$ cat src/rtl/bru_pkg.sv
// Shared encodings and counter helper for the branch resolve unit.
// Used by bht_table and branch_resolve_unit.
package bru_pkg;

    typedef enum logic [2:0] {
        BJ_BEQ  = 3'b000,
        BJ_BNE  = 3'b001,
        BJ_NONE = 3'b010,
        BJ_JUMP = 3'b011,
        BJ_BLT  = 3'b100,
        BJ_BGE  = 3'b101,
        BJ_BLTU = 3'b110,
        BJ_BGEU = 3'b111
    } bj_op_e;

    localparam logic [1:0] SNT = 2'b00;
    localparam logic [1:0] WNT = 2'b01;
    localparam logic [1:0] WT  = 2'b10;
    localparam logic [1:0] ST  = 2'b11;

    function automatic logic [1:0] ctr_next(
        input logic [1:0] cur,
        input logic       taken
    );
        logic [1:0] nxt;
        nxt = cur;
        if (taken) begin
            if (cur != ST) nxt = cur + 2'd1;
        end else begin
            if (cur != SNT) nxt = cur - 2'd1;
        end
        return nxt;
    endfunction

endpackage

$ cat src/rtl/bht_table.sv
// Direct-mapped table of 2-bit saturating counters.
// Combinational read port, synchronous reset/update write port.
import bru_pkg::*;

module bht_table #(
    parameter int XLEN      = 32,
    parameter int BHT_DEPTH = 64,
    parameter int IDX_LSB   = 2
) (
    input  logic            i_clk,
    input  logic            i_rst_n,
    input  logic [XLEN-1:0] i_rd_pc,
    output logic            o_rd_taken,
    input  logic            i_wr_en,
    input  logic [XLEN-1:0] i_wr_pc,
    input  logic            i_wr_taken
);

    localparam int IW = $clog2(BHT_DEPTH);

    logic [1:0]    r_ctr [BHT_DEPTH];
    logic [IW-1:0] w_rd_idx;
    logic [IW-1:0] w_wr_idx;
    logic          w_unused_pc;

    assign w_rd_idx    = i_rd_pc[IDX_LSB +: IW];
    assign w_wr_idx    = i_wr_pc[IDX_LSB +: IW];
    assign w_unused_pc = ^{i_rd_pc, i_wr_pc};

    // No write-to-read bypass: a colliding read sees the old counter.
    assign o_rd_taken = r_ctr[w_rd_idx][1];

    always_ff @(posedge i_clk) begin
        if (!i_rst_n) begin
            for (int i = 0; i < BHT_DEPTH; i++) begin
                r_ctr[i] <= WNT;
            end
        end else if (i_wr_en) begin
            r_ctr[w_wr_idx] <= ctr_next(r_ctr[w_wr_idx], i_wr_taken);
        end
    end

endmodule

$ cat src/rtl/branch_resolve_unit.sv
// Branch/jump condition resolve with BHT predictor and registered redirect.
// Optional perf counters (BR_COUNT/MISP_COUNT) under BRU_PERF_CNT_EN.
import bru_pkg::*;

module branch_resolve_unit #(
    parameter int XLEN      = 32,
    parameter int BHT_DEPTH = 64,
    parameter int IDX_LSB   = 2
) (
    input  logic            CLK,
    input  logic            RESET_N,
    input  logic [XLEN-1:0] PRED_PC,
    output logic            PRED_TAKEN,
    input  logic            RES_VALID,
    input  logic [XLEN-1:0] RES_PC,
    input  logic [2:0]      BRANCH_JUMP,
    input  logic [XLEN-1:0] DATA1,
    input  logic [XLEN-1:0] DATA2,
    input  logic            RES_PRED_TAKEN,
    input  logic            FLUSH,
`ifdef BRU_PERF_CNT_EN
    output logic [31:0]     BR_COUNT,
    output logic [31:0]     MISP_COUNT,
`endif
    output logic            RES_DONE,
    output logic            PC_SEL_OUT,
    output logic            MISPREDICT
);

    logic w_eq;
    logic w_slt;
    logic w_ult;
    logic w_taken;
    logic w_acc;
    logic w_upd;
    logic w_misp;
    logic r_done;
    logic r_sel;
    logic r_misp;

    assign w_eq  = (DATA1 == DATA2);
    assign w_slt = ($signed(DATA1) < $signed(DATA2));
    assign w_ult = (DATA1 < DATA2);

    always_comb begin
        w_taken = 1'b0;
        unique case (bj_op_e'(BRANCH_JUMP))
            BJ_BEQ:  w_taken = w_eq;
            BJ_BNE:  w_taken = !w_eq;
            BJ_NONE: w_taken = 1'b0;
            BJ_JUMP: w_taken = 1'b1;
            BJ_BLT:  w_taken = w_slt;
            BJ_BGE:  w_taken = !w_slt;
            BJ_BLTU: w_taken = w_ult;
            BJ_BGEU: w_taken = !w_ult;
            default: w_taken = 1'b0;
        endcase
    end

    // Flush dominates valid; NONE is never a resolve.
    assign w_acc  = RES_VALID && !FLUSH
                 && (bj_op_e'(BRANCH_JUMP) != BJ_NONE);
    assign w_upd  = w_acc && (bj_op_e'(BRANCH_JUMP) != BJ_JUMP);
    assign w_misp = w_taken ^ RES_PRED_TAKEN;

    bht_table #(
        .XLEN      (XLEN),
        .BHT_DEPTH (BHT_DEPTH),
        .IDX_LSB   (IDX_LSB)
    ) u_bht (
        .i_clk      (CLK),
        .i_rst_n    (RESET_N),
        .i_rd_pc    (PRED_PC),
        .o_rd_taken (PRED_TAKEN),
        .i_wr_en    (w_upd),
        .i_wr_pc    (RES_PC),
        .i_wr_taken (w_taken)
    );

    always_ff @(posedge CLK) begin
        if (!RESET_N) begin
            r_done <= 1'b0;
            r_sel  <= 1'b0;
            r_misp <= 1'b0;
        end else begin
            r_done <= w_acc;
            r_sel  <= w_acc && w_taken;
            r_misp <= w_acc && w_misp;
        end
    end

    assign RES_DONE   = r_done;
    assign PC_SEL_OUT = r_sel;
    assign MISPREDICT = r_misp;

`ifdef BRU_PERF_CNT_EN
    logic [31:0] r_br_cnt;
    logic [31:0] r_misp_cnt;

    always_ff @(posedge CLK) begin
        if (!RESET_N) begin
            r_br_cnt   <= '0;
            r_misp_cnt <= '0;
        end else begin
            if (w_upd && (r_br_cnt != '1)) begin
                r_br_cnt <= r_br_cnt + 32'd1;
            end
            if (w_acc && w_misp && (r_misp_cnt != '1)) begin
                r_misp_cnt <= r_misp_cnt + 32'd1;
            end
        end
    end

    assign BR_COUNT   = r_br_cnt;
    assign MISP_COUNT = r_misp_cnt;
`endif

endmodule

$ cat config.mk
export PLATFORM = sky130hd
export DESIGN_NAME = branch_resolve_unit
export DESIGN_NICKNAME = d
export VERILOG_FILES = /design/src/rtl/bru_pkg.sv /design/src/rtl/bht_table.sv /design/src/rtl/branch_resolve_unit.sv
export SDC_FILE = /design/constraint.sdc
export NUM_CORES = 1
export LEC_CHECK = 0
export CAP_MARGIN = 30
export CORE_MARGIN = 4
export CORE_UTILIZATION = 25
export CTS_CLUSTER_DIAMETER = 50
export CTS_CLUSTER_SIZE = 24
export DETAILED_ROUTE_END_ITERATION = 7
export PLACE_DENSITY = 0.46
export REMOVE_ABC_BUFFERS = 1
export SLEW_MARGIN = 0
export SYNTH_ARGS = -nofsm -noshare
export SYNTH_HDL_FRONTEND = slang
export SYNTH_SLANG_ARGS = --single-unit
$ cat constraint.sdc
create_clock -name CLK -period 3.9 [get_ports CLK]
set_input_delay 0.39 -clock CLK [delete_from_list [all_inputs] [get_ports CLK]]
set_output_delay 0.39 -clock CLK [all_outputs]
set_load 0.01 [all_outputs]
# Yosys cells after proc, flatten, opt, wreduce, memory -nomap -nowiden
# Memory sizes are Yosys's and may differ from the RTL's.
# Cells that the tools add are included.
# totals
input_bits	136
elab_cells	45
regBits	3
mem_bits_rw	128
mem_count	1
# mem_list
memory	depth	word_bits	read_ports	rd_clocked_by_memory_dff	write_ports	line_no	rtl
u_bht.r_ctr	64	2	2	0	64	bht_table.sv:21	logic [1:0] r_ctr [BHT_DEPTH];
# op_classes
order_cmp	2
n_addsub	2
eq_ne	11
bitwise	1
mux	13
reduce_logical	12
# ops
cell	n
$lt 32x32->1	2
$eq 32x32->1	1
$eq 3x3->1 const B	4
$mux 2	6
$pmux 1 s8	1
$eq 3x2->1 const B	2
$mux 6	1
$ne 3x2->1 const B	2
$logic_and 1x1->1	5
$mux 1	5
$logic_not 1->1	4
$eq 3x1->1 const B	1
$logic_not 3->1	1
$add 2x1->2 const B	1
$ne 2x2->1 const B	1
$reduce_bool 2->1	1
$reduce_or 2->1	1
$sub 2x1->2 const B	1
$xor 1x1->1	1

# Depth between registers and ports, before layout
# depth
ltp_word	9
depth_mapped	13
depth_no_buf	11

# By module
# Synthesis repeated with hierarchy kept, for this count alone.
# unflattened
hier_cells	757
hier_area_um2	7957.6
# modules_own_cells
module	n_inst	cells_per_inst	area_per_inst_um2	seq_area_each_um2
bht_table	1	622	6993.0	3843.7
branch_resolve_unit	1	135	964.7	60.1

# Least setup slack after synthesis
# OpenSTA, ideal clock, no wires.
# synth_timing
kind	input -> output
from	input PRED_PC[2]
to	output PRED_TAKEN
slack_ns	0.680
t_arrival_ns	2.830
n_path_buf	2
t_required_ns	3.510
path_stages	5
cell_sequence	clkbuf_1 > buf_1 > mux4_2 > mux4_2 > mux4_2
# synth_between
elab_chain_len	1
# synth_rtl
element	line_no	rtl
start, declared	branch_resolve_unit.sv:12	input logic [XLEN-1:0] PRED_PC,
$mem_v2 64x2	-	
end, declared	branch_resolve_unit.sv:13	output logic PRED_TAKEN,
# No other way between the ends.

# Worst setup path after layout
# Same ends and word-level chain as after synthesis.

==> run summary <==
Yosys cell types = 55
status = finished clean
GRT Residual Overflow = 0
Avg WL per Cell = 18.8 um
main combinational cell family by area after synthesis = simple AND/OR/NAND/NOR gates
CORE AREA = 34,500 um2
Seq cells post-synth = 131
synth cell count leaders = nand2_1, edfxtp_1, nand3_2, nor2_4, mux4_2
post-CTS sizing = 0
top_reg_cell synth = edfxtp_1
Num CTS Buffers = 17
number of synthesized flops with an enable pin = 128
Placed Cells = 1,272
initial antenna violation count = 0
Vias/cell = 4.68
n_diodes = 0
CTS clk-pin slew, worst paths = 0.06 ns
ratio of cells with drive above 1 in the final layout = 0.309
CTS tree = built
Root Buffer = clkbuf_16
actual slew at the worst max-slew pin = 0.637 ns
# fillers = 3,518
nets@finish = 1,004
first-pass GRT wire length = 37,500 um
leakage power = 3.54 nW
Final HPWL DP = 17,700 um
final period utilization = 0.912
largest net degree at the start of global routing = 44
Post-Synth Adder-Cell Area = 0.0482
gpl congestion = 0.790
critical-path cell list = clkdlybuf4s50_1 -> buf_12 -> mux4_2 -> mux4_2 -> mux4_2 -> clkdlybuf4s50_1
Max IR drop VDD = 245 uV
unrepaired setup endpoints after global routing = no
Hold Path Class = in -> reg
Mean Syn Cell Area = 11.8 um2
Top cell by count, worst path = mux4_2
CP arrival = 3.17 ns
yosys warns = 0
vias in the first global route = 6,255
multiplexer area fraction after synthesis = 0.117
Critical Path Fanout Max = 16
clock skew = 0.00962 ns
dpl ws = 0.116 ns
gr usage total = 0.128
Gate Count Post-Synth = 744
CTS max path bufs = 2
Finished Cell Area = 10,800 um2
top-count cell post-synth = nand2_1
initial core utilization = 0.254
fin cells = 1,304
port bufs = 87
max cap viols = 0
CP endpoint kind = primary output
cell row count = 68
Critical Path Max Stage Delay = 0.54 ns
worst setup path class = in -> out
H-tree levels = 4
simple-gate share of the synthesized area = 0.261
clock sinks = 131
Synth Area in Compound Gates = 0.0573
Die Ht = 195 um
worst skew pair latency = 0.42 ns
Routed WL = 24,500 um
DRT Pass-1 Iters = 5
CP max-delay cell = mux4_2
Die Footprint = 38,200 um2
setup ws final = 0.343 ns
fmax = 0.281 GHz
Placed Area = 10,200 um2
layout overhead on the synthesized area = 23.5%
Final Max Tran Viols = 0
Final Hold Fails = 0
CTS Hold Buffers Added = 0
sequential fraction of the synthesis area = 0.445
antenna viol nets, final = 0
Worst setup SP type = input port
Post-Syn Area = 8770 um2
post-synth top area cell = edfxtp_1
Synth Area in XOR/XNOR = 0.00200
required time worst endpoint = 3.51 ns
buffer count from post-CTS setup fixing = 0
vias after detailed routing = 6,099
Sum Neg Setup Slack = 0 ns
pwr dens = 367 nW/um2
setup violators final = 0
Residual DRC = 0
IO Pins = 140
Synth area leaders = edfxtp_1, mux4_2, nor2_4
slew margin rel. = 0.573
die width = 195 um
post-synthesis async set-or-reset flop share = 0
DR iter-0 viols = 384
Final min period = 3.56 ns
Yosys top cell area share = 0.438
-- power by group --
group / internal [mW] / switching, mW / total [mW]
Combinational: 0.290 / 0.454 / 0.744
Sequential: 1.57 / 0.0172 / 1.59
Clock: 1.00 / 0.639 / 1.64
-- critical path, delay by kind of cell --
kind     cells  cell delay [ns]
mux          3             1.56
buf+inv      3             1.19
-- metrics by stage --
stage | utilization | power, mW | hold WS (ns)
2_1_floorplan | - | 1.99 | 0.543
3_5_place_dp | 0.297 | 2.37 | 0.865
6_report | 0.314 | 3.97 | 0.424
5_1_grt | 0.314 | 4.12 | 0.431
3_3_place_gp | 0.297 | 2.37 | 0.876
4_1_cts | 0.314 | 4.01 | 0.410
-- final cells by class --
| class | count | area [um2] | area share |
|---|---|---|---|
| Multi-Input combinational cell | 515 | 4310 | 0.397 |
| Sequential cell | 131 | 3900 | 0.360 |
| Timing Repair Buffer | 133 | 1320 | 0.122 |
| Tap cell | 455 | 569 | 0.0525 |
| Clock buffer | 18 | 429 | 0.0396 |
| Clock inverter | 14 | 163 | 0.0150 |
| Inverter | 38 | 143 | 0.0132 |
-- per-layer routing --
layer | global-route usage | vias to the layer above | share of wire
met5 | 0 | - | 0
met4 | 0.0310 | 0 | 0.0082
met3 | 0.0261 | 14 | 0.050
met2 | 0.206 | 168 | 0.46
met1 | 0.179 | 3011 | 0.48
li1 | - | 2906 | -
-- placed cells by master, fill, tap and decap left out, types with 3 or more instances in the layout --
cell / synthesis / final
a211oi_1: 3 / 3
a21oi_1: 19 / 19
a221oi_1: 11 / 11
a22oi_1: 6 / 6
a31oi_1: 4 / 4
and2_0: 3 / 3
and2_1: 4 / 4
and3_1: 4 / 4
buf_12: 14 / 10
buf_2: 7 / 4
buf_4: 1 / 36
bufinv_16: 0 / 3
clkbuf_16: 0 / 17
clkdlybuf4s50_1: 0 / 83
clkinv_1: 2 / 4
clkinv_2: 0 / 3
clkinv_4: 0 / 3
dfxtp_1: 3 / 3
edfxtp_1: 128 / 128
ha_1: 32 / 32
inv_1: 36 / 36
mux2_2: 7 / 7
mux2i_1: 8 / 8
mux4_2: 38 / 38
nand2_1: 156 / 156
nand3_1: 8 / 8
nand3_2: 60 / 60
nand4_1: 7 / 7
nor2_1: 26 / 22
nor2_2: 0 / 4
nor2_4: 60 / 60
nor2b_1: 6 / 6
nor3_1: 6 / 3
nor3_2: 0 / 3
nor3b_2: 0 / 3
o211ai_1: 3 / 3
o21ai_0: 8 / 8
o22ai_1: 4 / 4
-- sequential cells by signal, summed over array words and instances, names as in the netlist --
signal / count
MISPREDICT: 1
PC_SEL_OUT: 1
RES_DONE: 1
u_bht.r_ctr: 128
-- worst paths after layout --
kind,start,endpoint,slack (ns),depth (start not counted)
setup / recovery,PRED_PC[2],PRED_TAKEN,0.34,6
hold / removal,RESET_N,RES_DONE,0.42,4
setup reg to reg,u_bht.r_ctr[58][0],u_bht.r_ctr[2][1],1.19,8
hold reg to reg,u_bht.r_ctr[7][0],u_bht.r_ctr[46][0],1.46,8
-- logic make-up after synthesis --
logic type,after synthesis
xor+xnor,2
buf+inv,98
mux,54
fa+ha+maj,34
compound gates,72
simple gates,353
flops,131
Power figures use the tool's default switching activity.
